<file path="src/rtl/multdiv_pkg.sv">
// Shared types, widths and rstatus codes for the multiply/divide sequencer.
package multdiv_pkg;

  localparam int unsigned DATA_W = 32;
  localparam int unsigned TAG_W  = 5;
  localparam int unsigned EXC_W  = 3;
  localparam int unsigned CNT_W  = $clog2(DATA_W);

  localparam logic [EXC_W-1:0] EXC_NONE = 3'd0;
  localparam logic [EXC_W-1:0] EXC_MUL  = 3'd4;
  localparam logic [EXC_W-1:0] EXC_DIV  = 3'd5;

  typedef enum logic [1:0] {
    IDLE = 2'd0,
    MUL  = 2'd1,
    DIV  = 2'd2,
    DONE = 2'd3
  } state_e;

  // Two's-complement magnitude; the most negative value maps to 2^(DATA_W-1) unsigned.
  function automatic logic [DATA_W-1:0] magnitude(input logic [DATA_W-1:0] v);
    return v[DATA_W-1] ? (~v + DATA_W'(1)) : v;
  endfunction

endpackage

</file>
<file path="src/rtl/multdiv_sequencer_if.sv">
// Execute-stage handshake between the pipeline and the multiply/divide sequencer.
interface multdiv_sequencer_if;
  import multdiv_pkg::*;

  logic              ctrl_MULT;
  logic              ctrl_DIV;
  logic [DATA_W-1:0] data_operandA;
  logic [DATA_W-1:0] data_operandB;
  logic [TAG_W-1:0]  wb_reg_in;
  logic              stall_pipe;
  logic              data_resultRDY;
  logic [DATA_W-1:0] data_result;
  logic              data_exception;
  logic [EXC_W-1:0]  exc_code;
  logic [TAG_W-1:0]  wb_reg_out;

  modport master (
    output ctrl_MULT, ctrl_DIV, data_operandA, data_operandB, wb_reg_in,
    input  stall_pipe, data_resultRDY, data_result, data_exception, exc_code, wb_reg_out
  );

  modport slave (
    input  ctrl_MULT, ctrl_DIV, data_operandA, data_operandB, wb_reg_in,
    output stall_pipe, data_resultRDY, data_result, data_exception, exc_code, wb_reg_out
  );

endinterface

</file>
<file path="src/rtl/restoring_div_step.sv">
// One restoring-division iteration on unsigned magnitudes.
module restoring_div_step #(
  parameter int unsigned WIDTH = multdiv_pkg::DATA_W
) (
  input  logic [WIDTH-1:0] rem_i,
  input  logic             dividend_bit_i,
  input  logic [WIDTH-1:0] divisor_i,
  output logic [WIDTH-1:0] rem_o,
  output logic             q_bit_o
);

  logic [WIDTH:0] trial;
  logic [WIDTH:0] diff;

  // A borrow out of the top bit means the divisor did not fit; restore the trial value.
  always_comb begin
    trial   = {rem_i, dividend_bit_i};
    diff    = trial - {1'b0, divisor_i};
    q_bit_o = ~diff[WIDTH];
    rem_o   = q_bit_o ? diff[WIDTH-1:0] : trial[WIDTH-1:0];
  end

endmodule

</file>
<file path="src/rtl/multdiv_sequencer.sv">
// Multi-cycle signed multiply (radix-2 Booth) and divide (restoring) with pipeline stall.
module multdiv_sequencer
  import multdiv_pkg::*;
(
  input  logic              clock,
  input  logic              reset,
  multdiv_sequencer_if.slave bus
);

  localparam int unsigned       ACC_W    = 2 * DATA_W + 1;
  localparam logic [CNT_W-1:0]  CNT_LAST = CNT_W'(DATA_W - 1);
  localparam logic [DATA_W-1:0] INT_MIN  = {1'b1, {(DATA_W-1){1'b0}}};

  state_e            state_q, state_d;
  logic [CNT_W-1:0]  cnt_q, cnt_d;
  logic [ACC_W-1:0]  acc_q, acc_d;
  logic              booth_prev_q, booth_prev_d;
  logic [DATA_W-1:0] opnd_q, opnd_d;
  logic [DATA_W-1:0] rem_q, rem_d;
  logic [DATA_W-1:0] quo_q, quo_d;
  logic              neg_q, neg_d;
  logic              div_ovf_q, div_ovf_d;
  logic              rdy_q, rdy_d;
  logic [DATA_W-1:0] result_q, result_d;
  logic              exc_q, exc_d;
  logic [EXC_W-1:0]  code_q, code_d;
  logic [TAG_W-1:0]  tag_q, tag_d;

  logic [DATA_W:0]     m_ext;
  logic [DATA_W:0]     booth_sum;
  logic [ACC_W-1:0]    booth_acc;
  logic [2*DATA_W-1:0] product;
  logic                mul_ovf;
  logic [DATA_W-1:0]   step_rem;
  logic                step_qbit;
  logic [DATA_W-1:0]   quo_next;
  logic [DATA_W-1:0]   quo_signed;
  logic                start_c;
  logic                stall_pipe_c;

  // Accumulator is {A[DATA_W:0], Q[DATA_W-1:0]}; the extra A bit keeps A +/- M from overflowing.
  always_comb begin
    m_ext = {opnd_q[DATA_W-1], opnd_q};
    case ({acc_q[0], booth_prev_q})
      2'b10:   booth_sum = acc_q[ACC_W-1:DATA_W] - m_ext;
      2'b01:   booth_sum = acc_q[ACC_W-1:DATA_W] + m_ext;
      default: booth_sum = acc_q[ACC_W-1:DATA_W];
    endcase
    booth_acc = {booth_sum[DATA_W], booth_sum, acc_q[DATA_W-1:1]};
    product   = booth_acc[2*DATA_W-1:0];
    mul_ovf   = !((&product[2*DATA_W-1:DATA_W-1]) || !(|product[2*DATA_W-1:DATA_W-1]));
  end

  // quo_q shifts the dividend out of its MSB while quotient bits enter at the LSB.
  restoring_div_step #(.WIDTH(DATA_W)) u_div_step (
    .rem_i          (rem_q),
    .dividend_bit_i (quo_q[DATA_W-1]),
    .divisor_i      (opnd_q),
    .rem_o          (step_rem),
    .q_bit_o        (step_qbit)
  );

  assign quo_next   = {quo_q[DATA_W-2:0], step_qbit};
  assign quo_signed = neg_q ? (~quo_next + DATA_W'(1)) : quo_next;

  assign start_c      = bus.ctrl_MULT | bus.ctrl_DIV;
  assign stall_pipe_c = (state_q == MUL) || (state_q == DIV) || ((state_q == IDLE) && start_c);

  // Next-state and datapath control.
  always_comb begin
    state_d      = state_q;
    cnt_d        = cnt_q;
    acc_d        = acc_q;
    booth_prev_d = booth_prev_q;
    opnd_d       = opnd_q;
    rem_d        = rem_q;
    quo_d        = quo_q;
    neg_d        = neg_q;
    div_ovf_d    = div_ovf_q;
    rdy_d        = 1'b0;
    result_d     = result_q;
    exc_d        = exc_q;
    code_d       = code_q;
    tag_d        = tag_q;

    case (state_q)
      IDLE: begin
        if (bus.ctrl_MULT) begin
          state_d      = MUL;
          cnt_d        = '0;
          acc_d        = {{(DATA_W+1){1'b0}}, bus.data_operandB};
          booth_prev_d = 1'b0;
          opnd_d       = bus.data_operandA;
          tag_d        = bus.wb_reg_in;
        end else if (bus.ctrl_DIV) begin
          tag_d = bus.wb_reg_in;
          if (bus.data_operandB == '0) begin
            state_d  = DONE;
            rdy_d    = 1'b1;
            result_d = '0;
            exc_d    = 1'b1;
            code_d   = EXC_DIV;
          end else begin
            state_d   = DIV;
            cnt_d     = '0;
            rem_d     = '0;
            quo_d     = magnitude(bus.data_operandA);
            opnd_d    = magnitude(bus.data_operandB);
            neg_d     = bus.data_operandA[DATA_W-1] ^ bus.data_operandB[DATA_W-1];
            div_ovf_d = (bus.data_operandA == INT_MIN) && (&bus.data_operandB);
          end
        end
      end
      MUL: begin
        acc_d        = booth_acc;
        booth_prev_d = acc_q[0];
        cnt_d        = cnt_q + CNT_W'(1);
        if (cnt_q == CNT_LAST) begin
          cnt_d    = '0;
          state_d  = DONE;
          rdy_d    = 1'b1;
          result_d = product[DATA_W-1:0];
          exc_d    = mul_ovf;
          code_d   = mul_ovf ? EXC_MUL : EXC_NONE;
        end
      end
      DIV: begin
        rem_d = step_rem;
        quo_d = quo_next;
        cnt_d = cnt_q + CNT_W'(1);
        if (cnt_q == CNT_LAST) begin
          cnt_d    = '0;
          state_d  = DONE;
          rdy_d    = 1'b1;
          result_d = quo_signed;
          exc_d    = div_ovf_q;
          code_d   = div_ovf_q ? EXC_DIV : EXC_NONE;
        end
      end
      default: state_d = IDLE;
    endcase
  end

  always_ff @(posedge clock) begin
    if (reset) begin
      state_q      <= IDLE;
      cnt_q        <= '0;
      acc_q        <= '0;
      booth_prev_q <= 1'b0;
      opnd_q       <= '0;
      rem_q        <= '0;
      quo_q        <= '0;
      neg_q        <= 1'b0;
      div_ovf_q    <= 1'b0;
      rdy_q        <= 1'b0;
      result_q     <= '0;
      exc_q        <= 1'b0;
      code_q       <= EXC_NONE;
      tag_q        <= '0;
    end else begin
      state_q      <= state_d;
      cnt_q        <= cnt_d;
      acc_q        <= acc_d;
      booth_prev_q <= booth_prev_d;
      opnd_q       <= opnd_d;
      rem_q        <= rem_d;
      quo_q        <= quo_d;
      neg_q        <= neg_d;
      div_ovf_q    <= div_ovf_d;
      rdy_q        <= rdy_d;
      result_q     <= result_d;
      exc_q        <= exc_d;
      code_q       <= code_d;
      tag_q        <= tag_d;
    end
  end

  assign bus.stall_pipe     = stall_pipe_c;
  assign bus.data_resultRDY = rdy_q;
  assign bus.data_result    = result_q;
  assign bus.data_exception = exc_q;
  assign bus.exc_code       = code_q;
  assign bus.wb_reg_out     = tag_q;

endmodule
</file>
<file path="src/flat_wrapper.sv">
// flat-port wrapper written by rule: the top's interface ports become plain ports
module multdiv_sequencer_flat import multdiv_pkg::*;
  (clock, reset, bus_ctrl_MULT, bus_ctrl_DIV, bus_data_operandA, bus_data_operandB, bus_wb_reg_in, bus_stall_pipe, bus_data_resultRDY, bus_data_result, bus_data_exception, bus_exc_code, bus_wb_reg_out);
  multdiv_sequencer_if bus_i ();
  input  logic clock;
  input  logic reset;
  input wire logic [$bits(bus_i.ctrl_MULT)-1:0] bus_ctrl_MULT;
  input wire logic [$bits(bus_i.ctrl_DIV)-1:0] bus_ctrl_DIV;
  input wire logic [$bits(bus_i.data_operandA)-1:0] bus_data_operandA;
  input wire logic [$bits(bus_i.data_operandB)-1:0] bus_data_operandB;
  input wire logic [$bits(bus_i.wb_reg_in)-1:0] bus_wb_reg_in;
  output wire logic [$bits(bus_i.stall_pipe)-1:0] bus_stall_pipe;
  output wire logic [$bits(bus_i.data_resultRDY)-1:0] bus_data_resultRDY;
  output wire logic [$bits(bus_i.data_result)-1:0] bus_data_result;
  output wire logic [$bits(bus_i.data_exception)-1:0] bus_data_exception;
  output wire logic [$bits(bus_i.exc_code)-1:0] bus_exc_code;
  output wire logic [$bits(bus_i.wb_reg_out)-1:0] bus_wb_reg_out;
  assign bus_i.ctrl_MULT = bus_ctrl_MULT;
  assign bus_i.ctrl_DIV = bus_ctrl_DIV;
  assign bus_i.data_operandA = bus_data_operandA;
  assign bus_i.data_operandB = bus_data_operandB;
  assign bus_i.wb_reg_in = bus_wb_reg_in;
  assign bus_stall_pipe = bus_i.stall_pipe;
  assign bus_data_resultRDY = bus_i.data_resultRDY;
  assign bus_data_result = bus_i.data_result;
  assign bus_data_exception = bus_i.data_exception;
  assign bus_exc_code = bus_i.exc_code;
  assign bus_wb_reg_out = bus_i.wb_reg_out;
  multdiv_sequencer u_core (.clock(clock), .reset(reset), .bus(bus_i));
endmodule
</file>
<file path="config.mk">
export PLATFORM = sky130hd
export DESIGN_NAME = multdiv_sequencer_flat
export DESIGN_NICKNAME = d
export VERILOG_FILES = /design/src/rtl/multdiv_pkg.sv /design/src/rtl/multdiv_sequencer_if.sv /design/src/rtl/restoring_div_step.sv /design/src/rtl/multdiv_sequencer.sv /design/src/flat_wrapper.sv
export SDC_FILE = /design/constraint.sdc
export NUM_CORES = 1
export LEC_CHECK = 0
export ABC_CLOCK_PERIOD_IN_PS = 9800
export BUFFER_PORTS_ARGS = -buffer_cell sky130_fd_sc_hd__buf_2
export CAP_MARGIN = 5
export CORE_UTILIZATION = 25
export CTS_BUF_LIST = sky130_fd_sc_hd__clkbuf_4 sky130_fd_sc_hd__clkbuf_8
export DETAILED_ROUTE_END_ITERATION = 16
export GPL_TIMING_DRIVEN = 0
export PLACE_DENSITY = 0.48
export SLEW_MARGIN = 15
export SYNTH_ARGS = -nofsm -noshare
export SYNTH_HDL_FRONTEND = slang
export SYNTH_HIERARCHICAL = 1
export SYNTH_SLANG_ARGS = --single-unit
</file>
<file path="constraint.sdc">
create_clock -name clock -period 9.8 [get_ports clock]
set_clock_uncertainty 0.1 [all_clocks]
set_input_delay 0.98 -clock clock [delete_from_list [all_inputs] [get_ports clock]]
set_output_delay 0.98 -clock clock [all_outputs]
set_load 0.01 [all_outputs]
</file>
==> results.cfg, run 1 <==
[synthesis]
syn_nets = 2390
syn_area_per_cell_um2 = 7.31
synth-edff-count = 0
ys_types = 96
postSynth.asyncResetShare_pct = 0
ys_warn_count = 6
syn_area_um2 = 16400
synth_cells = 2236
ys.flop_type = dfxtp_1
yosysSeqAreaShare_pct = 25.7
synth-seq-cells = 210

[global_routing]
grt_max_degree = 14
grt.total_usage_pct = 18.8
grt_pass1_wl_mm = 97.2
grt_pass1_vias = 16300
antenna_found_initial = 1
overflow = 0

[sta]
period_share_pct = 67.4
rsz0062_at_grt = no
setup_ws_ns = 3.19
slew_headroom_pct = 25.1
setup_tns_ns = 0
fin_crit_ns = 6.61
setup_viol = 0
worst_slew_pin_slew_ns = 1.12
drv_slew = 0
finalHoldViolations = 0
timing.fmax_mhz = 151
holdWs_ns = 0.352

[cts]
h-tree-depth = 2
cts_tree = yes
clockBufferDepth = 3
cts_resized = 0
cts_setup_buffers = 0
clkSinkCount = 210
cts_hold_buf = 0
clk_latency_ns = 0.64
cts_root_buffer = clkbuf_8
cts.clk_slew.worst_paths_ns = 0.06
cts_buffers = 42

[placement]
portBuffers = 110
dp_slack_ns = 3.25
dpl.hpwl_mm = 51.5
dp.cells = 3201
place_congestion = 0.933

[route]
wl_met2_mm = 28.4
met3_length_mm = 4.08
drt-pass1-iter-count = 5
via_per_inst = 5.27
routed_wl_mm = 64.3
ant_nets = 0
wl_met1_mm = 29.8
avgRoutedWirePerCell_um = 19.7
drc_errors = 0
drtIter0Drc = 1375
top_layer_used = met5
vias = 17200

[worst_setup_path]
critical_path_required_ns = 10.19
crit_type = register to register
cp-startpoint = u_core/opnd_q[2]
end_kind = register
r2r-start = u_core/opnd_q[2]
r2r_end = u_core/bus.exc_code[2]
ff2ff_path_depth = 21
path_max_fanout = 10
r2r_slack_ns = 3.19
cp-start-kind = register
cp_data_arrival_time_ns = 7.00
crit_path_end = u_core/bus.exc_code[2]

[hold_path]
timing.hold.worst.start = u_core/bus.data_result[16]
hold_depth = 2
hold_class = register to register

[cells_and_area]
fin_util_pct = 29.2
final_layout_size_suffix_gt1_share_pct = 10.8
area_growth_pct = 15.5
n_antenna_cell = 0
layoutNonFillerInstCount = 3273
layout_commonest_cell = nand2_1
most-common-layout-cells = nand2_1, a21oi_1, dfxtp_1
fillers = 7158
nNetsFinal = 2544

[floorplanning]
die_h_um = 258
pin_count = 116
rows = 93
fp.dieW_um = 258
fp.coreArea_um2 = 64600
start_util_pct = 25.3
dieArea_um2 = 66400

[status]
status = complete, no violations

[power]
p_leak_uw = 0.00726
vdd_drop_max_mv = 0.0903
p_per_area_nw_per_um2 = 250

[run]
maxCapViolCount = 0
final cells by class:
type,count,area (µm²),area share (%)
Buffer,141,639,3.39
Clock buffer,64,825,4.37
Clock inverter,8,91.3,0.484
Inverter,75,289,1.53
Multi-Input combinational cell,1810,11200,59.4
Sequential cell,210,4200,22.3
Tap cell,855,1070,5.66
Timing Repair Buffer,110,551,2.91
stage by stage:
stage | total power [µW] | area [µm²]
after floorplan | 2910 | 16400
after global placement | 3660 | 18000
after detailed placement | 3690 | 18000
after CTS | 4720 | 18900
after global routing | 5070 | 18900
final | 4730 | 18900
power breakdown:
part / internal (µW) / switching (µW) / leakage [µW]
combinational: 849 / 1700 / 0.00506
clock: 566 / 434 / 0.000485
sequential: 994 / 182 / 0.00171
state kept, by name (all words and copies together), names as in the netlist:
register,count
u_core/opnd_q,32
u_core/cnt_q,5
u_core/bus.wb_reg_out,5
u_core/div_ovf_q,1
u_core/rem_q,32
u_core/bus.data_result,32
u_core/neg_q,1
u_core/acc_q,64
u_core/bus.exc_code,2
u_core/bus.data_resultRDY,1
u_core/state_q,2
u_core/quo_q,32
u_core/booth_prev_q,1
critical path, stage by stage, from the launching register on:
cell       delay [ns]
dfxtp_1          0.41
or3_1            0.45
or3_1            0.34
nor2_1           0.19
nand2_1          0.13
nor4_1           0.42
nand2_1          0.17
nor3_1           0.38
a21oi_1          0.16
xor2_1           0.19
ha_1             0.32
clkbuf_1         0.34
o211ai_1         0.18
and2_1           0.21
a2111oi_0        0.68
nor4_1           0.10
o31ai_1          0.51
nand3_1          0.23
nor4_1           0.43
nand4_1          0.18
nor4_1           0.25
a211oi_1         0.12
cells in the mapped netlist (22+ instances only):
cell / instances / share of area (%)
clkbuf_1: 112 / 2.6
inv_1: 73 / 1.7
a21o_1: 22 / 1.0
nor2_1: 197 / 4.5
nand2_1: 345 / 7.9
nand3_1: 94 / 2.9
a21oi_1: 227 / 6.9
xor2_1: 113 / 6.1
ha_1: 79 / 6.0
mux2i_1: 50 / 3.1
o21ai_0: 149 / 4.6
nand4_1: 32 / 1.2
o31ai_1: 29 / 1.3
dfxtp_1: 210 / 26
xnor2_1: 46 / 2.5
nor3_1: 42 / 1.3
a211oi_1: 46 / 2.1
how the worst min path moves through the flow:
stage / endpoint / slack [ns]
final: u_core/bus.data_result[16] / 0.35
after global routing: u_core/bus.data_result[5] / 0.38
after CTS: u_core/bus.data_result[16] / 0.36
after detailed placement: u_core/bus.data_result[25] / 0.35
after global placement: u_core/bus.data_result[18] / 0.34
after floorplan: u_core/rem_q[2] / 0.35
layer usage:
| metal | track usage, % | up-vias |
|---|---|---|
| li1 | - | 8322 |
| met1 | 26.1 | 8199 |
| met2 | 29.4 | 609 |
| met3 | 3.08 | 115 |
| met4 | 6.44 | 2 |
| met5 | 0 | - |
cells by family after synthesis:
| logic type | synth area share (%) |
|---|---|
| compound gates | 24.1 |
| xor+xnor | 8.52 |
| fa+ha+maj | 6.29 |
| buf+inv | 5.68 |
| flops | 25.7 |
| mux | 5.43 |
| other cells | 0.0229 |
| simple gates | 24.2 |
No activity file was read; power rests on OpenSTA's default activity.
==> run 2, diff against run 1 <==
Settings changed: ABC_CLOCK_PERIOD_IN_PS 9800 to 5500, PLACE_DENSITY 0.48 to 0.49.
Clock period 9.8 ns to 5.5 ns, I/O delays scaled along.
==> run 2 against run 1 <==
Compared with the run above: non-clock buffer count increased by 1; maximum frequency is 26% higher; via count rose by 0.32%; total power up 85%; worst hold slack lost 0.29 ns; final cell count increased by 0.34%; sequential share of layout area down 0.40 points; flip-flop and latch count stayed put; critical path depth is the same; largest power group unchanged.
==> results.cfg, run 2 (same netlist as run 1, synthesis figures left out) <==
[status]
status = complete, no violations

[worst_setup_path]
path_buf_inv = 1
cp_data_arrival_time_ns = 5.68
cp_common_cell = or3_1
path_max_fanout = 7
end_kind = register
critPathMaxStageDelay_ns = 0.42
critPathSlowestCell = or3_1
cp_cell_sequence = or3_1, or3_1, nor2_2, nand2_1, nor4_4, nand2_2, nor3_4, buf_4, a21oi_1, xor2_1, ha_2, a21oi_1, o21ai_0, a21o_1, o31a_1, o21a_1, or3_1, a21oi_2, xor2_1, nor2_1, a211oi_1
cp_top_family = simple AND/OR/NAND/NOR gates
crit_type = register to register
critical_path_required_ns = 5.94
cp-start-kind = register

[placement]
dpl.hpwl_mm = 51.1
place_congestion = 0.923
placed_area_um2 = 18000
dp_slack_ns = -1.05
portBuffers = 110

[sta]
rsz0062_at_grt = yes
finalHoldViolations = 0
timing.fmax_mhz = 191
fin_crit_ns = 5.24
worst_slew_pin_slew_ns = 0.959
period_share_pct = 95.2
drv_slew = 0
setup_ws_ns = 0.262
setup_viol = 0
slew_headroom_pct = 35.6

[cts]
cts_tree = yes
h-tree-depth = 2
clkSinkCount = 210
clk_latency_ns = 0.66
cts_buffers = 44
clockBufferDepth = 3
cts_root_buffer = clkbuf_8
cts.clk_slew.worst_paths_ns = 0.06

[floorplanning]
start_util_pct = 25.3
fp.coreArea_um2 = 64600
dieArea_um2 = 66400
pin_count = 116
die_h_um = 258
fp.dieW_um = 258
rows = 93

[global_routing]
overflow = 0
antenna_found_initial = 1
grt_pass1_vias = 16500
grt.total_usage_pct = 18.9
grt_max_degree = 15
grt_pass1_wl_mm = 98.5

[route]
ant_nets = 0
drc_errors = 0
avgRoutedWirePerCell_um = 19.7
drt-pass1-iter-count = 7
via_per_inst = 5.27
drtIter0Drc = 1494
routed_wl_mm = 64.6
vias = 17300

[cells_and_area]
regArea_um2 = 4210
fin_area_um2 = 19300
fillers = 7037
most-common-layout-cells = nand2_1, a21oi_1, dfxtp_1
final_layout_size_suffix_gt1_share_pct = 13.2
nNetsFinal = 2547
area_growth_pct = 17.8
regMostFlops = u_core/acc_q
multi_input_area_um2 = 11400
n_antenna_cell = 0
largest_reg_flops = 64
layout_commonest_cell = nand2_1

[power]
p_per_area_nw_per_um2 = 454
vdd_drop_max_mv = 0.183
p_leak_uw = 0.00740

[run]
maxCapViolCount = 0

[hold_path]
hold_class = primary input to register
[run 2: changes by cell type in the layout (fill, tap and decap cells not counted), sizes merged]
cell	previous run	this run
buf	138	143
clkinv	5	9
bufinv	1	2
clkbuf	176	177
[run 2: cell type report]
cell class                 count  share of cell area, %
buffer                       137                   3.27
clock buffer                  69                   4.57
clock inverter                13                  0.766
inverter                      75                   1.50
multi-input combinational   1810                   59.4
sequential                   210                   21.9
tap                          855                   5.55
timing repair buffer         115                   3.05
[run 2: what timing repair did]
item | 4_1_cts | 5_1_grt
resized for setup | 13 | 44
gates cloned | 0 | 0
setup buffers | 1 | 4
setup endpoints to repair | 9 | 7
pin swaps | 0 | 11
hold buffers | 0 | 0
[run 2: metrics by stage]
stage | std cells | utilization, % | setup TNS [ns] | hold WS, ns | power, µW
after floorplan | 2236 | - | 0 | 0.347 | 5190
after global placement | 3201 | 27.8 | -1.84 | 0.342 | 6520
after detailed placement | 3201 | 27.8 | -1.96 | 0.343 | 6560
after CTS | 3284 | 29.5 | -0.0824 | 0.0122 | 8580
after global routing | 3284 | 29.8 | -0.0344 | 0.0264 | 9370
final | 3284 | 29.8 | 0 | 0.0618 | 8760
[run 2: path summary, 6_finish.rpt]
kind	slack, ns	depth (start not counted)	endpoint	from
hold reg to reg	0.35	2	u_core/bus.data_result[4]	u_core/bus.data_result[4]
setup reg to reg	0.26	21	u_core/bus.exc_code[2]	u_core/opnd_q[3]
hold / removal	0.06	3	u_core/bus.wb_reg_out[4]	bus_wb_reg_in[4]
setup / recovery	0.26	21	u_core/bus.exc_code[2]	u_core/opnd_q[3]
[run 2: layer usage]
layer | part of all wire (%) | global-route usage [%]
met1 | 46 | 25.8
met2 | 45 | 30.4
met3 | 6.5 | 3.18
met4 | 2.6 | 5.56
met5 | 0.020 | 0
[run 2: worst register-to-register path, cell delays in order, from the launching register on]
cell      delay (ns)
dfxtp_1         0.41
or3_1           0.42
or3_1           0.36
nor2_2          0.15
nand2_1         0.14
nor4_4          0.30
nand2_2         0.13
nor3_4          0.21
buf_4           0.15
a21oi_1         0.07
xor2_1          0.22
ha_2            0.37
a21oi_1         0.26
o21ai_0         0.13
a21o_1          0.21
o31a_1          0.33
o21a_1          0.19
or3_1           0.32
a21oi_2         0.20
xor2_1          0.22
nor2_1          0.07
a211oi_1        0.20
[run 2: where the power goes]
part           leakage [µW]  internal (µW)  total [µW]  switching, µW
combinational       0.00514           1580        4700           3120
clock              0.000550           1130        1950            824
sequential          0.00171           1770        2110            332
